==> src/rtl/replica_pkg.sv <==
// Shared replica-exchange types: command encodings, sequencer state and default wait lengths.
package replica_pkg;

    typedef enum logic [1:0] {XCMD_NOP, XCMD_SELF, XCMD_PREV, XCMD_FOLW} exchange_command_t;
    typedef enum logic [1:0] {OPT_NOP, OPT_SWAP, OPT_FLIP, OPT_SHIFT} opt_command_t;

    typedef enum logic [3:0] {
        S_IDLE, S_RAND, S_RWAIT, S_DIST, S_DWAIT,
        S_METRO, S_EXCH, S_FOLW, S_XWAIT, S_DONE
    } anneal_seq_state_t;

    localparam int ANNEAL_RAND_WAIT = 20;
    localparam int ANNEAL_DIST_WAIT = 20;
    localparam int ANNEAL_XCH_WAIT  = 15;

    function automatic int max3(input int a, input int b, input int c);
        int m;
        m = (a > b) ? a : b;
        return (m > c) ? m : c;
    endfunction

endpackage

==> src/rtl/anneal_wait_timer.sv <==
// Down-counter shared by the sequencer's wait states; expire is high in the last wait cycle.
module anneal_wait_timer #(
    parameter int W = 5
) (
    input  logic         clk,
    input  logic         reset,
    input  logic         load,
    input  logic [W-1:0] load_val,
    output logic         expire
);

    logic [W-1:0] cnt;

    always_ff @(posedge clk or negedge reset) begin
        if (!reset)          cnt <= '0;
        else if (load)       cnt <= load_val;
        else if (cnt != '0)  cnt <= cnt - W'(1);
    end

    assign expire = (cnt == W'(1));

endmodule

==> src/rtl/anneal_sequencer.sv <==
// Annealing batch sequencer: RAND -> DIST -> METRO -> EXCH -> FOLW per iteration.
// Optional ANNEAL_SEQ_PAUSE_EN adds a pause input that holds the block at iteration boundaries.
module anneal_sequencer
    import replica_pkg::*;
#(
    parameter int RAND_WAIT = ANNEAL_RAND_WAIT,
    parameter int DIST_WAIT = ANNEAL_DIST_WAIT,
    parameter int XCH_WAIT  = ANNEAL_XCH_WAIT
) (
    input  logic              clk,
    input  logic              reset,
    input  logic              start,
    input  logic              abort,
`ifdef ANNEAL_SEQ_PAUSE_EN
    input  logic              pause,
`endif
    input  logic [15:0]       iter_count,
    input  opt_command_t      opt_sel,
    input  exchange_command_t xcmd_even,
    input  exchange_command_t xcmd_odd,
    output logic              random_run,
    output logic              run_distance,
    output logic              run_command,
    output logic              exchange_valid,
    output opt_command_t      opt_com,
    output exchange_command_t c_exchange,
    output exchange_command_t c_metropolis,
    output logic              busy,
    output logic              done,
    output logic [15:0]       iter_left
);

    localparam int MAX_WAIT = max3(RAND_WAIT, DIST_WAIT, XCH_WAIT);
    localparam int CW       = (MAX_WAIT < 1) ? 1 : $clog2(MAX_WAIT + 1);

    anneal_seq_state_t state, state_d;
    logic [15:0]       iter_left_d;
    logic              load, expire, rand_fire, finish;
    logic [CW-1:0]     load_val;
    logic              pause_i;
    logic              par_base;
    opt_command_t      opt_lat, opt_src;
    exchange_command_t xe_lat, xo_lat;

`ifdef ANNEAL_SEQ_PAUSE_EN
    assign pause_i = pause;
`else
    assign pause_i = 1'b0;
`endif

    assign opt_src = (state == S_IDLE) ? opt_sel : opt_lat;

    anneal_wait_timer #(.W(CW)) u_timer (
        .clk      (clk),
        .reset    (reset),
        .load     (load),
        .load_val (load_val),
        .expire   (expire)
    );

    always_comb begin
        state_d     = state;
        iter_left_d = iter_left;
        load        = 1'b0;
        load_val    = '0;
        rand_fire   = 1'b0;
        finish      = 1'b0;
        case (state)
            S_IDLE: if (start) begin
                if (iter_count == 16'd0) state_d = S_DONE;
                else begin
                    state_d     = S_RAND;
                    iter_left_d = iter_count;
                    rand_fire   = !pause_i;
                end
            end
            // RAND is held with outputs quiet until a cycle actually fires random_run
            S_RAND: if (random_run) begin
                if (RAND_WAIT == 0) state_d = S_DIST;
                else begin
                    state_d  = S_RWAIT;
                    load     = 1'b1;
                    load_val = CW'(RAND_WAIT);
                end
            end else rand_fire = !pause_i;
            S_RWAIT: if (expire) state_d = S_DIST;
            S_DIST: begin
                if (DIST_WAIT == 0) state_d = S_METRO;
                else begin
                    state_d  = S_DWAIT;
                    load     = 1'b1;
                    load_val = CW'(DIST_WAIT);
                end
            end
            S_DWAIT: if (expire) state_d = S_METRO;
            S_METRO: state_d = S_EXCH;
            S_EXCH:  state_d = S_FOLW;
            S_FOLW: begin
                if (XCH_WAIT == 0) finish = 1'b1;
                else begin
                    state_d  = S_XWAIT;
                    load     = 1'b1;
                    load_val = CW'(XCH_WAIT);
                end
            end
            S_XWAIT: if (expire) finish = 1'b1;
            S_DONE:  state_d = S_IDLE;
            default: state_d = S_IDLE;
        endcase
        if (finish) begin
            iter_left_d = (iter_left == 16'd0) ? 16'd0 : iter_left - 16'd1;
            if (iter_left_d != 16'd0) begin
                state_d   = S_RAND;
                rand_fire = !pause_i;
            end else state_d = S_DONE;
        end
        if (abort) begin
            state_d     = S_IDLE;
            iter_left_d = 16'd0;
            rand_fire   = 1'b0;
            load        = 1'b1;
            load_val    = '0;
        end
    end

    always_ff @(posedge clk or negedge reset) begin
        if (!reset) begin
            state          <= S_IDLE;
            iter_left      <= 16'd0;
            par_base       <= 1'b0;
            opt_lat        <= OPT_NOP;
            xe_lat         <= XCMD_NOP;
            xo_lat         <= XCMD_NOP;
            random_run     <= 1'b0;
            run_distance   <= 1'b0;
            run_command    <= 1'b0;
            exchange_valid <= 1'b0;
            opt_com        <= OPT_NOP;
            c_exchange     <= XCMD_NOP;
            c_metropolis   <= XCMD_NOP;
            busy           <= 1'b0;
            done           <= 1'b0;
        end else begin
            state     <= state_d;
            iter_left <= iter_left_d;
            if (state == S_IDLE && start && !abort) begin
                par_base <= iter_count[0];
                opt_lat  <= opt_sel;
                xe_lat   <= xcmd_even;
                xo_lat   <= xcmd_odd;
            end
            random_run     <= rand_fire;
            opt_com        <= rand_fire ? opt_src : OPT_NOP;
            run_distance   <= (state_d == S_DIST);
            run_command    <= (state_d == S_EXCH);
            exchange_valid <= (state_d inside {S_DIST, S_DWAIT, S_METRO, S_EXCH, S_FOLW, S_XWAIT});
            // LSB of (iter_count - iter_left) is the XOR of the two LSBs
            c_exchange     <= (state_d != S_EXCH) ? XCMD_NOP :
                              ((par_base ^ iter_left[0]) ? xo_lat : xe_lat);
            c_metropolis   <= (state_d == S_METRO) ? XCMD_SELF :
                              (state_d == S_FOLW)  ? XCMD_FOLW : XCMD_NOP;
            busy           <= (state_d != S_IDLE);
            done           <= (state_d == S_DONE);
        end
    end

endmodule

==> config.mk <==
export PLATFORM = sky130hd
export DESIGN_NAME = anneal_sequencer
export DESIGN_NICKNAME = d
export VERILOG_FILES = /design/src/rtl/replica_pkg.sv /design/src/rtl/anneal_wait_timer.sv /design/src/rtl/anneal_sequencer.sv
export SDC_FILE = /design/constraint.sdc
export NUM_CORES = 1
export LEC_CHECK = 0
export BUFFER_PORTS_ARGS = -buffer_cell sky130_fd_sc_hd__buf_2
export CAP_MARGIN = 15
export CORE_MARGIN = 3
export CORE_UTILIZATION = 55
export DETAILED_ROUTE_END_ITERATION = 10
export GPL_TIMING_DRIVEN = 0
export HOLD_SLACK_MARGIN = 0.02
export PLACE_DENSITY = 0.8
export SLEW_MARGIN = 20
export SYNTH_ARGS = -nofsm -noshare
export SYNTH_HDL_FRONTEND = slang
export SYNTH_SLANG_ARGS = --single-unit
==> constraint.sdc <==
create_clock -name clk -period 4.9 [get_ports clk]
set_input_delay 0.49 -clock clk [delete_from_list [all_inputs] [get_ports clk]]
set_output_delay 0.49 -clock clk [all_outputs]
set_load 0.01 [all_outputs]
# After elaboration in Yosys (flattened, before gate mapping)
# Cells that the tools add are included.
# totals
ff_bits	44
rom_bits	0
ramBits	0
wordCells	90
latchBits	0
mem_count	0
# classes
shifts	0
n_addsub	2
n_mux	38
eq_ne	18
magnitude_cmp	0
reduce_logical	15
bitwise_logic	1
multipliers	0
n_div	0
# op_table
operator	n
$mux 16	6
$pmux 4 s9	1
$eq 4x3->1 const B	8
$logic_not 16->1	2
$mux 4	8
$mux 5	4
$reduce_bool 16->1	1
$sub 16x1->16 const B	1
$pmux 5 s3	1
$eq 4x2->1 const B	3
$eq 4x4->1 const B	3
$mux 2	6
$mux 1	10
$reduce_bool 3->1	2
$reduce_bool 6->1	1
$eq 5x1->1 const B	1
$reduce_bool 5->1	1
$sub 5x1->5 const B	1
$eq 4x1->1 const B	1
$logic_not 4->1	1
$ne 4x3->1 const B	1
$pmux 1 s2	2
$reduce_bool 4->1	1
$ne 3x3->1 const B	1
other kinds (6)	7

# Longest topological paths before layout
# logic_depth
word_depth	9
ltp_mapped	10

# Cells and area by module
# A second synthesis with hierarchy kept.
# unflattened
hier_cells	297
hier_area_um2	2687.6
# by_module_without_submodules
mod	area_per_inst_um2	n_inst	cells_each
anneal_sequencer	2384.8	1	268
anneal_wait_timer	302.8	1	29

# Least setup slack after synthesis
# Ideal clock, no wire load.
# synth_path
path_type	reg2reg
startpoint	register iter_left[0]
endpoint	register opt_com[0]
path_stages_with_launch	10
path_slack_ps	2700
path_buffers	1
arrival_time_ps	2120
required_ps	4820
path_cell_list	dfrtp_1 > buf_2 > inv_1 > ha_1 > nor3b_2 > nand3_2 > xor2_1 > o2111a_1 > o211a_4 > nor3b_2
# synth_via
elab_chain_len	7
word_cells_on_any_way	8
cone_classes	add/sub: 1; mux: 5; reduce/logical: 2
# synth_rtl
element	line_no	rtl
start, declared	anneal_sequencer.sv:30	output logic [15:0] iter_left
start signal, assigned	anneal_sequencer.sv:145	iter_left <= iter_left_d;
$sub 16x1->16 or $logic_not 16->1 (tied branches)	anneal_sequencer.sv:111	iter_left_d = (iter_left == 16'd0) ? 16'd0 : iter_left - 16'd1;
$mux 16 *	anneal_sequencer.sv:111	
$reduce_bool 16->1 *	anneal_sequencer.sv:112	if (iter_left_d != 16'd0) begin
$mux 1 *	anneal_sequencer.sv:112	
$mux 1 *	anneal_sequencer.sv:110	if (finish) begin
$mux 1 *	anneal_sequencer.sv:117	if (abort) begin
$mux 2 *	anneal_sequencer.sv:153	opt_com <= rand_fire ? opt_src : OPT_NOP;
end signal, assigned	anneal_sequencer.sv:153	
end, declared	anneal_sequencer.sv:25	output opt_command_t opt_com,
# Every way passes the cells marked *; elsewhere a longest branch is shown, timed or not.
# A chain may end at the register's enable or synchronous reset.

# Worst setup path in the final report
# Same ends and word-level chain as after synthesis.

==> results.md <==
- Sequential fraction of the synthesis area: 0.412
- 1st-pass router iterations: 5
- Area contributors post-synth: dfrtp_1 (41%), nor2_1 (5.5%), mux2i_1 (4.5%)
- Hold Crit Class: input port to async pin
- Post-synth top area cell: dfrtp_1
- Cell variety after synth: 58
- Synthesized cell area: around 2700 um^2
- Number of synthesized flops with an enable pin: 0
- Synth-to-layout area growth: 17.1%
- Largest delay share family, worst path: simple AND/OR/NAND/NOR gates
- Startpoint Class: flop
- Antenna cells: 0
- Worst VDD drop: around 0.19 mV
- First-pass GRT wire length: between 10 and 15 mm
- Crit-path cells: buf_2 > inv_1 > ha_1 > nor3b_2 > nand3_2 > xor2_1 > o2111a_1 > o211a_4 > nor3b_2
- Longest Clk Path Bufs: 2
- Nets: about 370
- Post-synth top flop: dfrtp_1
- Routed wire length: between 6 and 7 mm
- CP endpoint kind: flop
- Worst Max-Slew Pin Slew: around 0.97 ns
- Largest net degree at the start of global routing: 45
- Post-CTS Setup Repair Bufs: 0
- Setup Crit Path Kind: flop to flop
- Hold Vio Cnt, Final: 0
- Asr flop ratio synth: 1.00
- Synth warnings: 0
- Count leader, synth: dfrtp_1
- Clk sinks: between 40 and 50
- Detail Route Antenna Nets: 0
- Post-layout min period: around 2.6 ns
- Antenna violations before repair: 0
- Worst-path clk slew: about 0.090 ns
- RSZ-0062 raised after global routing: false
- Die area: about 5700 um^2
- Via Count: about 2400
- Final setup vio count: 0
- Hold_buf cts: 0
- Initial core utilization: 0.589
- Num rows: 24
- Synthesized flop and latch total: 44
- Pleak: 1.51 nW
- Post-synth top area share: 0.412
- Core area: between 4000 and 5000 um^2
- Worst-path fanout max: 8
- Root Buffer: clkbuf_8
- RR Startpoint: iter_left[0]$_DFFE_PN0P_
- Final HPWL DP: 4.84 mm
- Run status: complete, no violations
- Post-CTS sizing: 0
- Remaining DRCs: 0
- CTS tree: yes
- Setup crit start: iter_left[0]$_DFFE_PN0P_
- Crit path DAT: ~2.8 ns
- Vias per cell: 5.89
- Fin. max-slew vios: 0
- Final worst path period share: 0.524
- Die X: between 70 and 80 um
- Clk Latency, worst-skew pair: around 0.3 ns
- Clk_skew: between 0.01 and 0.015 ns
- Vias in the first global route: 2201
- Most common cell on crit path: nor3b_2
- Most instantiated cells after synthesis: dfrtp_1 (44), nor2_1 (39), a21oi_1 (18)
- Setup_tns: 0 ns
- Critical Path RT: slightly above 5 ns
- Global placement routability congestion: 0.975
- Total Power: about 1.1 mW
- R2R Setup Slk: ~2.3 ns
- Net count after synthesis: between 300 and 400
- Crit path to: opt_com[0]$_DFF_PN0_
- Critical Path Slowest Stage Cell: nor3b_2
- Buffers on Ports: between 50 and 60
- R2R depth: 9
- Slew headroom: 0.351
- Global-route usage over all layers: 0.239
- Ratio of cells with drive above 1 in the final layout: 0.249
- Stages on worst setup path: 9
- Synth Instances: ~280
- Worst R2R End: opt_com[0]$_DFF_PN0_
- # Max-Cap Violations: 0
- PwrDens: between 300 and 400 nW/um^2
- Starting DRT DRC Count: between 200 and 250
- Total CTS buffers: 5
- # H-tree levels: 2
- Die Ht: 75.7 um
- Critical Path Max Stage Delay: roughly 0.52 ns
- Avg Inst Size Synth: roughly 9.6 um^2
- GR Overflow Total: 0
- IO Count: 54
- Achievable Freq: about 0.39 GHz
- Detail-routed net length per standard cell: roughly 16 um
- CP bufs+invs: 2
==> power breakdown <==
part | switching, mW | internal, mW
Sequential | 0.0543 | 0.413
Combinational | 0.201 | 0.172
Clock | 0.128 | 0.151
==> how the worst min path moves through the flow <==
stage	start	cells past startpoint	to
detailed placement	opt_lat[0]$_DFFE_PN0P_	1	opt_lat[0]$_DFFE_PN0P_
floorplan	reset	0	busy$_DFF_PN0_
global placement	xe_lat[0]$_DFFE_PN0P_	1	xe_lat[0]$_DFFE_PN0P_
finish	reset	1	iter_left[9]$_DFFE_PN0P_
CTS	reset	1	iter_left[13]$_DFFE_PN0P_
global route	xcmd_even[1]	2	xe_lat[1]$_DFFE_PN0P_
==> registers in the layout, summed over array words and instances (netlist names) <==
register,cells
busy,1
c_exchange,2
c_metropolis,2
done,1
exchange_valid,1
iter_left,16
opt_com,2
opt_lat,2
par_base,1
random_run,1
run_command,1
run_distance,1
state,4
u_timer.cnt,5
xe_lat,2
xo_lat,2
==> routing by layer <==
| metal | wire length (um) | up-vias | GRT usage |
|---|---|---|---|
| met5 | 0 | - | 0 |
| met4 | 94 | 0 | 0.0718 |
| met3 | 397 | 13 | 0.0409 |
| met2 | 3160 | 111 | 0.380 |
| met1 | 2830 | 1118 | 0.337 |
| li1 | - | 1131 | - |
==> area by class of cell <==
class,instances,area (um^2)
repair buffers,53,265
fillers,366,1410
clock buffers,5,68.8
flip-flops and latches,44,1100
multi-input cells,210,1470
inverters,10,37.5
clock inverters,3,42.5
plain buffers,13,60.1
well taps,65,81.3
==> cell families after synthesis <==
family / share of synthesized area
compound gates: 0.151
xor+xnor: 0.0328
fa+ha+maj: 0.0187
buf+inv: 0.0365
flops: 0.412
mux: 0.0871
simple gates: 0.261
==> metrics by stage <==
stage                     worst slack (ns)   util  instances  area [um^2]  hold slack, ns
final                                 2.33  0.690        403         3130           0.341
after global placement                2.42  0.666        395         3020           0.475
after global routing                  2.18  0.690        403         3130           0.393
after floorplan                       2.70      -        277         2670           0.194
after CTS                             2.37  0.690        403         3130           0.379
after detailed placement              2.42  0.666        395         3020           0.480
==> cell usage in the layout (no fill, tap or decap), types with 6 or more instances in the layout <==
cell type,netlist,layout
buf_2,3,56
dfrtp_1,44,44
nor2_1,39,39
a21oi_1,18,18
nand2_1,13,13
mux2i_1,12,12
mux2_1,10,10
nor4_1,9,9
inv_1,8,8
clkbuf_1,8,8
o22a_1,8,8
nor2b_1,6,6
nor3_1,6,6
Note: power is estimated with default switching activity, not from simulation.
